File: src/rtl/dense_pkg.sv
// Shared definitions for the Dense layer and its argmax classification stage.
// Holds the argmax FSM state encoding and the default score width / class count.
package dense_pkg;

  localparam int DENSE_DATA_SIZE   = 16;
  localparam int DENSE_CLASS_COUNT = 10;

  typedef enum logic [1:0] {
    ST_ACCUM  = 2'd0,
    ST_DRAIN  = 2'd1,
    ST_OUTPUT = 2'd2
  } state_e;

endpackage

File: src/rtl/dense_argmax_axis.sv
// Argmax over one AXI-Stream frame of signed Dense scores; emits the winning
// class index, its score and a frame-length error flag as one output beat.
module dense_argmax_axis
  import dense_pkg::*;
#(
  parameter  int DATA_SIZE   = DENSE_DATA_SIZE,
  parameter  int CLASS_COUNT = DENSE_CLASS_COUNT,
  localparam int IDX_W       = $clog2(CLASS_COUNT)
) (
  input  logic                 clk,
  input  logic                 rst_n,
  input  logic [DATA_SIZE-1:0] s_data,
  input  logic                 s_valid,
  input  logic                 s_last,
  output logic                 s_ready,
  output logic [IDX_W-1:0]     m_class,
  output logic [DATA_SIZE-1:0] m_score,
  output logic                 m_err,
  output logic                 m_valid,
  input  logic                 m_ready
);

  localparam logic [IDX_W-1:0] LAST_IDX = IDX_W'(CLASS_COUNT - 1);
  localparam logic [IDX_W-1:0] IDX_ONE  = IDX_W'(1);

  state_e                      r_state;
  state_e                      w_state_nxt;
  logic [IDX_W-1:0]            r_cnt;
  logic [IDX_W-1:0]            r_best_idx;
  logic signed [DATA_SIZE-1:0] r_best_val;
  logic                        r_err;

  logic                        w_beat;
  logic                        w_cnt_last;
  logic                        w_take;

  assign s_ready    = (r_state != ST_OUTPUT);
  assign w_beat     = s_valid && s_ready;
  assign w_cnt_last = (r_cnt == LAST_IDX);
  // Strictly greater: ties keep the lowest index already held.
  assign w_take     = (r_cnt == '0) || ($signed(s_data) > r_best_val);

  assign m_valid = (r_state == ST_OUTPUT);
  assign m_class = r_best_idx;
  assign m_score = r_best_val;
  assign m_err   = r_err;

  always_ff @(posedge clk or negedge rst_n) begin
    if (!rst_n) begin
      r_state <= ST_ACCUM;
    end else begin
      r_state <= w_state_nxt;
    end
  end

  always_comb begin
    w_state_nxt = r_state;
    unique case (r_state)
      ST_ACCUM: begin
        if (w_beat) begin
          if (s_last) begin
            w_state_nxt = ST_OUTPUT;
          end else if (w_cnt_last) begin
            w_state_nxt = ST_DRAIN;
          end
        end
      end
      ST_DRAIN: begin
        if (w_beat && s_last) begin
          w_state_nxt = ST_OUTPUT;
        end
      end
      ST_OUTPUT: begin
        if (m_ready) begin
          w_state_nxt = ST_ACCUM;
        end
      end
      default: w_state_nxt = ST_ACCUM;
    endcase
  end

  // Beat counter saturates at the last index; an over-long frame parks in DRAIN.
  always_ff @(posedge clk or negedge rst_n) begin
    if (!rst_n) begin
      r_cnt <= '0;
      r_err <= 1'b0;
    end else begin
      unique case (r_state)
        ST_ACCUM: begin
          if (w_beat) begin
            if (s_last) begin
              r_cnt <= '0;
              r_err <= !w_cnt_last;
            end else if (w_cnt_last) begin
              r_err <= 1'b1;
            end else begin
              r_cnt <= r_cnt + IDX_ONE;
            end
          end
        end
        ST_DRAIN: begin
          if (w_beat && s_last) begin
            r_cnt <= '0;
          end
        end
        ST_OUTPUT: begin
          if (m_ready) begin
            r_cnt <= '0;
            r_err <= 1'b0;
          end
        end
        default: begin
          r_cnt <= '0;
          r_err <= 1'b0;
        end
      endcase
    end
  end

  always_ff @(posedge clk or negedge rst_n) begin
    if (!rst_n) begin
      r_best_idx <= '0;
      r_best_val <= '0;
    end else if ((r_state == ST_ACCUM) && w_beat && w_take) begin
      r_best_idx <= r_cnt;
      r_best_val <= $signed(s_data);
    end
  end

endmodule

File: config.mk
export PLATFORM = sky130hd
export DESIGN_NAME = dense_argmax_axis
export DESIGN_NICKNAME = d
export VERILOG_FILES = /design/src/rtl/dense_pkg.sv /design/src/rtl/dense_argmax_axis.sv
export SDC_FILE = /design/constraint.sdc
export NUM_CORES = 1
export LEC_CHECK = 0
export ABC_AREA = 1
export BUFFER_PORTS_ARGS = -buffer_cell sky130_fd_sc_hd__buf_4
export CAP_MARGIN = 10
export CORE_MARGIN = 1
export CORE_UTILIZATION = 40
export CTS_CLUSTER_SIZE = 16
export DETAILED_ROUTE_END_ITERATION = 8
export GPL_ROUTABILITY_DRIVEN = 0
export PLACE_DENSITY_LB_ADDON = 0.25
export SKIP_LAST_GASP = 1
export SYNTH_ARGS = -nofsm -noshare
export SYNTH_HDL_FRONTEND = slang
export SYNTH_SLANG_ARGS = --single-unit
File: constraint.sdc
create_clock -name clk -period 2.55 [get_ports clk]
set_clock_uncertainty 0.1 [all_clocks]
set_input_delay 0.51 -clock clk [delete_from_list [all_inputs] [get_ports clk]]
set_output_delay 0.51 -clock clk [all_outputs]
set_load 0.01 [all_outputs]
==> results of run 1 <==
path summary, 6_finish.rpt:
check,slack [ps],from,cells past startpoint,to
max in group asynchronous,2050,rst_n,1,m_class[0]
max reg2reg,430,m_score[11],15,m_class[0]
max,430,m_score[11],15,m_class[0]
min in group clk,370,s_data[5],3,m_score[5]
min,30,rst_n,1,m_score[4]
min reg2reg,400,m_class[1],2,m_class[1]
registers in the layout (all words and copies together) (netlist names):
register and count:
r_cnt 4, m_score 16, m_err 1, r_state 2, m_class 4
cell families after synthesis:
kind of cell | Yosys count | synth area share (%)
fa+ha+maj | 19 | 13.0
compound gates | 21 | 6.98
simple gates | 112 | 32.8
flops | 27 | 37.0
buf+inv | 44 | 10.3
metrics by stage:
| stage | area [µm²] | hold WS [ps] | setup slack (ps) | util (%) |
|---|---|---|---|---|
| finish | 2250 | 34.6 | 431 | 51.4 |
| global route | 2250 | 53.1 | 166 | 51.4 |
| CTS | 2250 | 45.9 | 399 | 51.4 |
| detailed placement | 2210 | 352 | 219 | 50.3 |
| global placement | 2210 | 346 | 252 | 50.3 |
| floorplan | 1830 | 114 | 581 | - |
report_power, final:
part / leakage (µW) / internal (µW) / switching [µW]
sequential: 0.000345 / 606 / 180
combinational: 0.000874 / 605 / 756
clock: 0.0000255 / 110 / 141
total: 0.00124 / 1320 / 1080
layer usage:
metal | share of wire (%) | vias up | track usage (%) | routed length [µm]
met3 | 3.0 | 4 | 2.18 | 111
met5 | 0 | - | 0 | 0
met2 | 50 | 27 | 28.7 | 1810
met4 | 1.7 | 0 | 6.12 | 62
li1 | - | 791 | - | -
met1 | 46 | 686 | 20.5 | 1670
placed cells by master (no fill, tap or decap), types with 4 or more instances in the layout:
cell type / Yosys / layout
a21oi_1: 6 / 6
buf_4: 2 / 47
dfrtp_1: 27 / 27
ha_1: 19 / 19
inv_1: 34 / 34
inv_2: 4 / 4
nand2_1: 43 / 43
nand2_2: 24 / 24
nand3_1: 25 / 25
nor2_1: 6 / 6
o21ai_1: 5 / 5
final cells by class:
| class | instances | share of cell area (%) |
|---|---|---|
| multi-input combinational | 152 | 43.1 |
| sequential | 27 | 30.0 |
| timing repair buffer | 47 | 15.7 |
| inverter | 38 | 6.33 |
| tap | 52 | 2.89 |
| clock buffer | 3 | 1.83 |
| clock inverter | 1 | 0.222 |
==> metrics.yaml, run 1 <==
yosys.area.top_type_share_pct: 37.0
clockBufferDepth: 2
drive_above_1_share_pct: 35.4
cts-root-buf: "clkbuf_8"
ir_drop_mv: 0.507
grt_antenna_before_repair: 0
die_area_um2: 4840
drc: 0
io_pins: 44
gr-total-overflow: 0
fill_cells: 421
dp_cells: 316
grt_pass1_vias: 1471
coreArea_um2: 4380
syn_to_final_growth_pct: 23.2
drv_slew: 0
die_w_um: 69.6
slew_headroom_pct: 76.3
grt_use_total_pct: 16.4
rsz0062_at_grt: "no"
yosysSeqAreaShare_pct: 37.0
viasPerCell: 4.71
synth_nets: 263
antenna_left: 0
vias: 1508
leakage_uw: 0.00124
worst_hold_path_type: "input port to async pin"
clock-sinks: 27
critical_path.top_delay_family: "simple AND/OR/NAND/NOR gates"
cts_hold_buf: 0
fin_crit_sh_pct: 83.1
nNetsFinal: 309
critPathMaxStageDelay_ps: 420
synth.avg_cell_area_um2: 8.20
tightest_slew_ps: 356
hold_violations: 0
start_util_pct: 41.7
grt_first_pass_wirelength_um: 6450
drt_first_iter_violations: 55
synthTopCellsByCount: "nand2_1, inv_1, dfrtp_1"
seq_area_um2: 676
crit_fanout: 12
crit_path_end_kind: "flip-flop"
startpoint_type: "flip-flop"
crit_slowest_cell: "dfrtp_1"
path_cells: "inv_1 -> ha_1 -> nand2_1 -> inv_2 -> nand3_1 -> nor2_2 -> nand3_1 -> nor2_1 -> a21oi_2 -> nand2_1 -> nand2_2 -> nand2_2 -> buf_4 -> nand2_2 -> nand2_1"
drtPass1Iterations: 4
synthCells: 223
fp.dieH_um: 69.6
grt_max_degree: 28
worstSetupPathType: "flip-flop to flip-flop"
power_density_nw_per_um2: 1060
drv_cap: 0
setup_viol: 0
status: "finished clean"
clk_latency_ps: 270
finalNonFillerCells: 320
synth_warnings: 0
crit_arrival_ps: 2230
synth_top_area_cell: "dfrtp_1"
final.setup.tns_ps: 0
cts-buffers-inserted: 3
htree_levels: 1
drt_wl_total_um: 3650
crit_buf_inv: 3
rows: 24
ctsResizeCount: 0
cts.reportedPaths.clkPinSlew_ps: 100
timing.fmax_mhz: 472
fin_crit_ps: 2120
avgRoutedWirePerCell_um: 11.4
power_uw: 2400
cp.required_ps: 2670
multiInputGateArea_um2: 970
synth_edf_count: 0
hpwlAfterDp_um: 2840
yosysMostFrequentCell: "nand2_1"
cts_tree: "yes"
synthArstFlopShare_pct: 100
ys_ff_latch: 27
io_buffers: 43
insertedDiodeCount: 0
synth_cell_types: 30
synth_area_um2: 1830
postCtsSetupBuffers: 0
ys.flop_type: "dfrtp_1"
synth_top_cells_by_area: "dfrtp_1, ha_1, nand2_1, nand2_2, inv_1"
No activity file was read; power rests on OpenSTA's default activity.
==> inputs of run 2 (changes only) <==
- clock period: 2.55 -> 2.1 ns (I/O delays scaled with it)
==> run 2 against run 1 <==
Clock power increased by 24%. Routed wire length is 9.7% higher. Highest routed layer unchanged. Largest power group unchanged. Sequential share of layout area decreased by 3.2 points. Largest cell class unchanged. Via count grew 8.0%.
==> metrics.yaml, run 2 (synthesis results as in run 1) <==
nNetsFinal: 323
dpl_cell_area_um2: 2240
vias: 1629
layout_common_cells: "buf_4, nand2_1, inv_1"
timing.fmax_mhz: 492
drt_first_iter_violations: 66
worst_hold_path_type: "input port to flip-flop"
cp.required_ps: 2180
fin_crit_sh_pct: 96.9
antenna_left: 0
dp_cells: 319
rows: 24
drtPass1Iterations: 4
die_w_um: 69.6
drc: 0
gr-total-overflow: 0
cts.reportedPaths.clkPinSlew_ps: 100
status: "finished clean"
finalNonFillerCells: 334
io_pins: 44
clock-sinks: 27
startpoint_type: "flip-flop"
die_area_um2: 4840
crit_path_end_kind: "flip-flop"
ir_drop_mv: 0.502
grt_first_pass_wirelength_um: 6280
drv_cap: 0
htree_levels: 1
slew_headroom_pct: 76.9
dp_worst_setup_slack_ps: -10.6
fill_cells: 422
viasPerCell: 4.88
worst_slack_ps: 65.7
syn_to_final_growth_pct: 37.7
critical_path.top_delay_family: "simple AND/OR/NAND/NOR gates"
worstSetupPathType: "flip-flop to flip-flop"
crit_fanout: 8
power_density_nw_per_um2: 1330
io_buffers: 43
coreArea_um2: 4380
largest_reg_flops: 16
tightest_slew_ps: 346
critPathMaxStageDelay_ps: 420
grt_max_degree: 28
grt_antenna_before_repair: 0
finalInstanceArea_um2: 2520
insertedDiodeCount: 0
worst_path_most_repeated_cell: "nand2_2"
leakage_uw: 0.00135
cts_tree: "yes"
hold_violations: 0
fin_crit_ps: 2030
drv_slew: 0
hpwlAfterDp_um: 2850
crit_buf_inv: 2
crit_arrival_ps: 2110
path_cells: "inv_2 -> ha_4 -> nand4_1 -> nor2_2 -> nand2_2 -> a21oi_2 -> nand2_1 -> nand2_2 -> nand2_4 -> clkbuf_16 -> nand2_2 -> nand2_1"
drive_above_1_share_pct: 44.0
rsz0062_at_grt: "yes"
start_util_pct: 41.7
crit_slowest_cell: "dfrtp_1"
setup_viol: 0
power_uw: 3350
fp.dieH_um: 69.6
clk_latency_ps: 280
cts-buffers-inserted: 3
drt_wl_total_um: 4010
avgRoutedWirePerCell_um: 12.0
clockBufferDepth: 2
grt_use_total_pct: 16.1
grt_pass1_vias: 1455
layout_commonest_cell: "buf_4"
cts-root-buf: "clkbuf_8"
[run 2: power breakdown]
part	switching [µW]	internal, µW	leakage [µW]	total, µW
Combinational	1080	1010	0.000977	2090
Clock	178	133	0.0000255	311
Sequential	209	735	0.000345	944
Total	1470	1880	0.00135	3350
[run 2: repair_timing]
action                                 CTS  global route
hold buffers                             1             0
endpoints found under the hold margin   27             0
buffers inserted                         0             9
resized for setup                        0            23
setup endpoints to repair                0            20
[run 2: metal layers]
metal	GRT usage (%)	up-vias	wire [µm]
met3	2.33	5	119
met1	20.7	771	1770
met4	7.03	0	64
li1	-	821	-
met2	26.6	32	2060
met5	0	-	0
[run 2: final timing paths]
path | startpoint | endpoint | slack [ps] | depth (start not counted)
setup / recovery | m_score[13] | m_score[5] | 70 | 12
hold / removal | s_data[12] | m_score[12] | 280 | 3
setup reg to reg | m_score[13] | m_score[5] | 70 | 12
hold reg to reg | m_class[1] | m_class[1] | 400 | 2
min in group asynchronous | rst_n | m_score[0] | 480 | 2
max in group asynchronous | rst_n | m_score[7] | 1160 | 2
[run 2: layout make-up]
cell class	instances	area, µm²	area share [%]
tap	52	65.1	2.58
sequential	27	676	26.8
timing repair buffer	61	494	19.6
clock buffer	3	41.3	1.64
multi-input combinational	152	1090	43.4
clock inverter	1	5.00	0.199
inverter	38	143	5.67
[run 2: metrics by stage]
stage          TNS (ps)  utilization (%)  hold slack, ps
2_1_floorplan         0                -            24.4
3_3_place_gp          0             51.1             258
3_5_place_dp      -35.0             51.1             261
4_1_cts               0             52.4             275
5_1_grt           -1170             57.4             277
6_report              0             57.4             275
[run 2: worst register-to-register path: cells and delay by family (launching register included)]
kind                     cells  cell delay, ps
flip-flops                   1             420
AND/OR/NAND/NOR              8             750
AO/OA/AOI/OAI                1             140
adder cells (fa/ha/maj)      1             270
buffers and inverters        2             260
==> inputs of run 3 (changes only) <==
- ABC_AREA: 1 -> not set
- BUFFER_PORTS_ARGS: -buffer_cell sky130_fd_sc_hd__buf_4 -> not set
- DONT_BUFFER_PORTS: not set -> 1
==> run 3 against run 2 <==
The run now ends with negative setup slack left. Critical path depth shrank 3. Die area fell by 7.9%. Design area is 12% lower. Via count decreased by 26%. Hold slack got worse by 140 ps. Critical path type unchanged. Critical endpoint is now m_score[2]. Largest cell class unchanged. Highest routed layer unchanged.
==> metrics.yaml, run 3 <==
clock-sinks: 27
hold_violations: 0
io_buffers: 0
fp.dieH_um: 66.8
cp.required_ps: 2160
cts-buffers-inserted: 3
yosysSeqAreaShare_pct: 40.2
viasPerCell: 5.13
syn_to_final_growth_pct: 31.4
cts-root-buf: "clkbuf_8"
drc: 0
synth.avg_cell_area_um2: 11.3
synth_nets: 188
tightest_slew_ps: 592
avgRoutedWirePerCell_um: 14.9
ys.flop_type: "dfrtp_1"
violations: "negative setup slack"
insertedDiodeCount: 0
grt_max_degree: 28
grt_first_pass_wirelength_um: 5870
drv_slew: 0
grt_pass1_vias: 1358
seq_area_um2: 676
fin_crit_ps: 2470
power_density_nw_per_um2: 1340
layout_common_cells: "buf_4, dfrtp_1, mux2_4"
io_pins: 44
hold_ws_ps: 137
startpoint_type: "flip-flop"
synth_warnings: 0
ir_drop_mv: 0.410
drt_first_iter_violations: 41
antenna_left: 0
yosysMostFrequentCell: "dfrtp_1"
timing.fmax_mhz: 406
slew_headroom_pct: 60.0
status: "finished with violations"
synthCells: 148
drt_wl_total_um: 3530
crit_arrival_ps: 2530
fill_cells: 347
coreArea_um2: 4030
ys_ff_latch: 27
worst_slack_ps: -366
clk_latency_ps: 280
start_util_pct: 41.7
synth_area_um2: 1680
nNetsFinal: 227
drtPass1Iterations: 4
die_w_um: 66.8
synth_top_cells_by_area: "dfrtp_1, mux2_4, ha_1, inv_1, nand2_1"
synth_cell_types: 31
multiInputGateArea_um2: 1040
leakage_uw: 0.00108
htree_levels: 1
grt_use_total_pct: 17.2
die_area_um2: 4460
crit_path_end_kind: "flip-flop"
worst_hold_path_type: "input port to flip-flop"
drv_cap: 0
rsz0062_at_grt: "yes"
synthArstFlopShare_pct: 100
grt_antenna_before_repair: 0
vias: 1211
layout_commonest_cell: "buf_4"
rows: 23
drive_above_1_share_pct: 45.2
synth_top_area_cell: "dfrtp_1"
setup_viol: 20
hpwlAfterDp_um: 2720
synth_edf_count: 0
cts_tree: "yes"
clockBufferDepth: 2
cts.reportedPaths.clkPinSlew_ps: 100
synthTopCellsByCount: "dfrtp_1, inv_1, mux2_4"
utilization_pct: 54.8
largest_reg_flops: 16
crit_fanout: 7
worstSetupPathType: "flip-flop to flip-flop"
fin_crit_sh_pct: 117
yosys.area.top_type_share_pct: 40.2
gr-total-overflow: 0
## run 3: cell count changes in the layout (fill, tap and decap cells not counted), moves of 3 or more
cell | previous run | this run
nand2_1 | 39 | 12
buf_4 | 57 | 31
nand3_1 | 24 | 1
nand2_2 | 22 | 0
mux2_4 | 0 | 20
inv_1 | 30 | 17
nand2_4 | 7 | 0
o21ai_1 | 4 | 0
nor2_4 | 3 | 0
## run 3: cell type report
| class | instances | share of cell area [%] |
|---|---|---|
| inverter | 23 | 3.91 |
| clock buffer | 4 | 2.04 |
| sequential | 27 | 30.6 |
| tap | 50 | 2.83 |
| multi-input combinational | 96 | 47.2 |
| timing repair buffer | 36 | 13.4 |
## run 3: worst max-delay path, cell delays in order (launching register included)
cell and delay [ps]:
dfrtp_1 410, inv_2 70, ha_4 200, a21oi_1 150, nor2_2 50, a311o_1 300
a221oi_4 240, mux2i_4 330, buf_6 190, mux2_4 310
## run 3: repair_timing
item | CTS | global route
hold endpoints to repair | 27 | 0
setup endpoints to repair | 20 | 20
buffers inserted | 3 | 2
gates resized for setup | 8 | 6
hold buffers | 2 | 0
pin swaps | 6 | 3
## run 3: kinds of logic after synthesis
logic type / after synthesis / share of synthesized area [%]
AOI/OAI and AO/OA: 26 / 10.4
muxes: 22 / 19.2
and+or+nand+nor: 29 / 9.61
buffers and inverters: 25 / 6.48
adders and majority gates: 19 / 14.2
DFF: 27 / 40.2
## run 3: layer usage
layer  up-vias  share of wire [%]  track usage [%]
met1       591                 44             21.0
li1        592                  -                -
met4         0               0.88             4.79
met3         4                4.1             2.91
met2        24                 51             30.6
met5         -                  0                0
## run 3: path summary, 6_finish.rpt
check | slack (ps) | startpoint | cells past startpoint | endpoint
setup / recovery | -370 | m_score[11] | 9 | m_score[2]
hold reg to reg | 470 | r_cnt[2] | 1 | r_cnt[2]
hold / removal | 140 | m_ready | 1 | r_state[1]
min in group asynchronous | 460 | rst_n | 2 | m_score[9]
setup reg to reg | -370 | m_score[11] | 9 | m_score[2]
max in group asynchronous | 1270 | rst_n | 2 | m_score[2]
## run 3: power breakdown
part	switching (µW)	internal, µW	leakage (µW)	total, µW
registers	133	713	0.000334	846
clock network	169	136	0.0000228	305
logic	788	1030	0.000722	1810
## run 3: per-stage QoR
stage	worst slack [ps]	TNS (ps)	area (µm²)	total power [µW]	std cells
floorplan	-279	-5590	1750	1940	148
global placement	-401	-7840	2020	2420	225
global route	-472	-9050	2210	3200	236
finish	-366	-7030	2210	2970	236
detailed placement	-440	-8580	2020	2480	225
CTS	-363	-6950	2160	2920	234
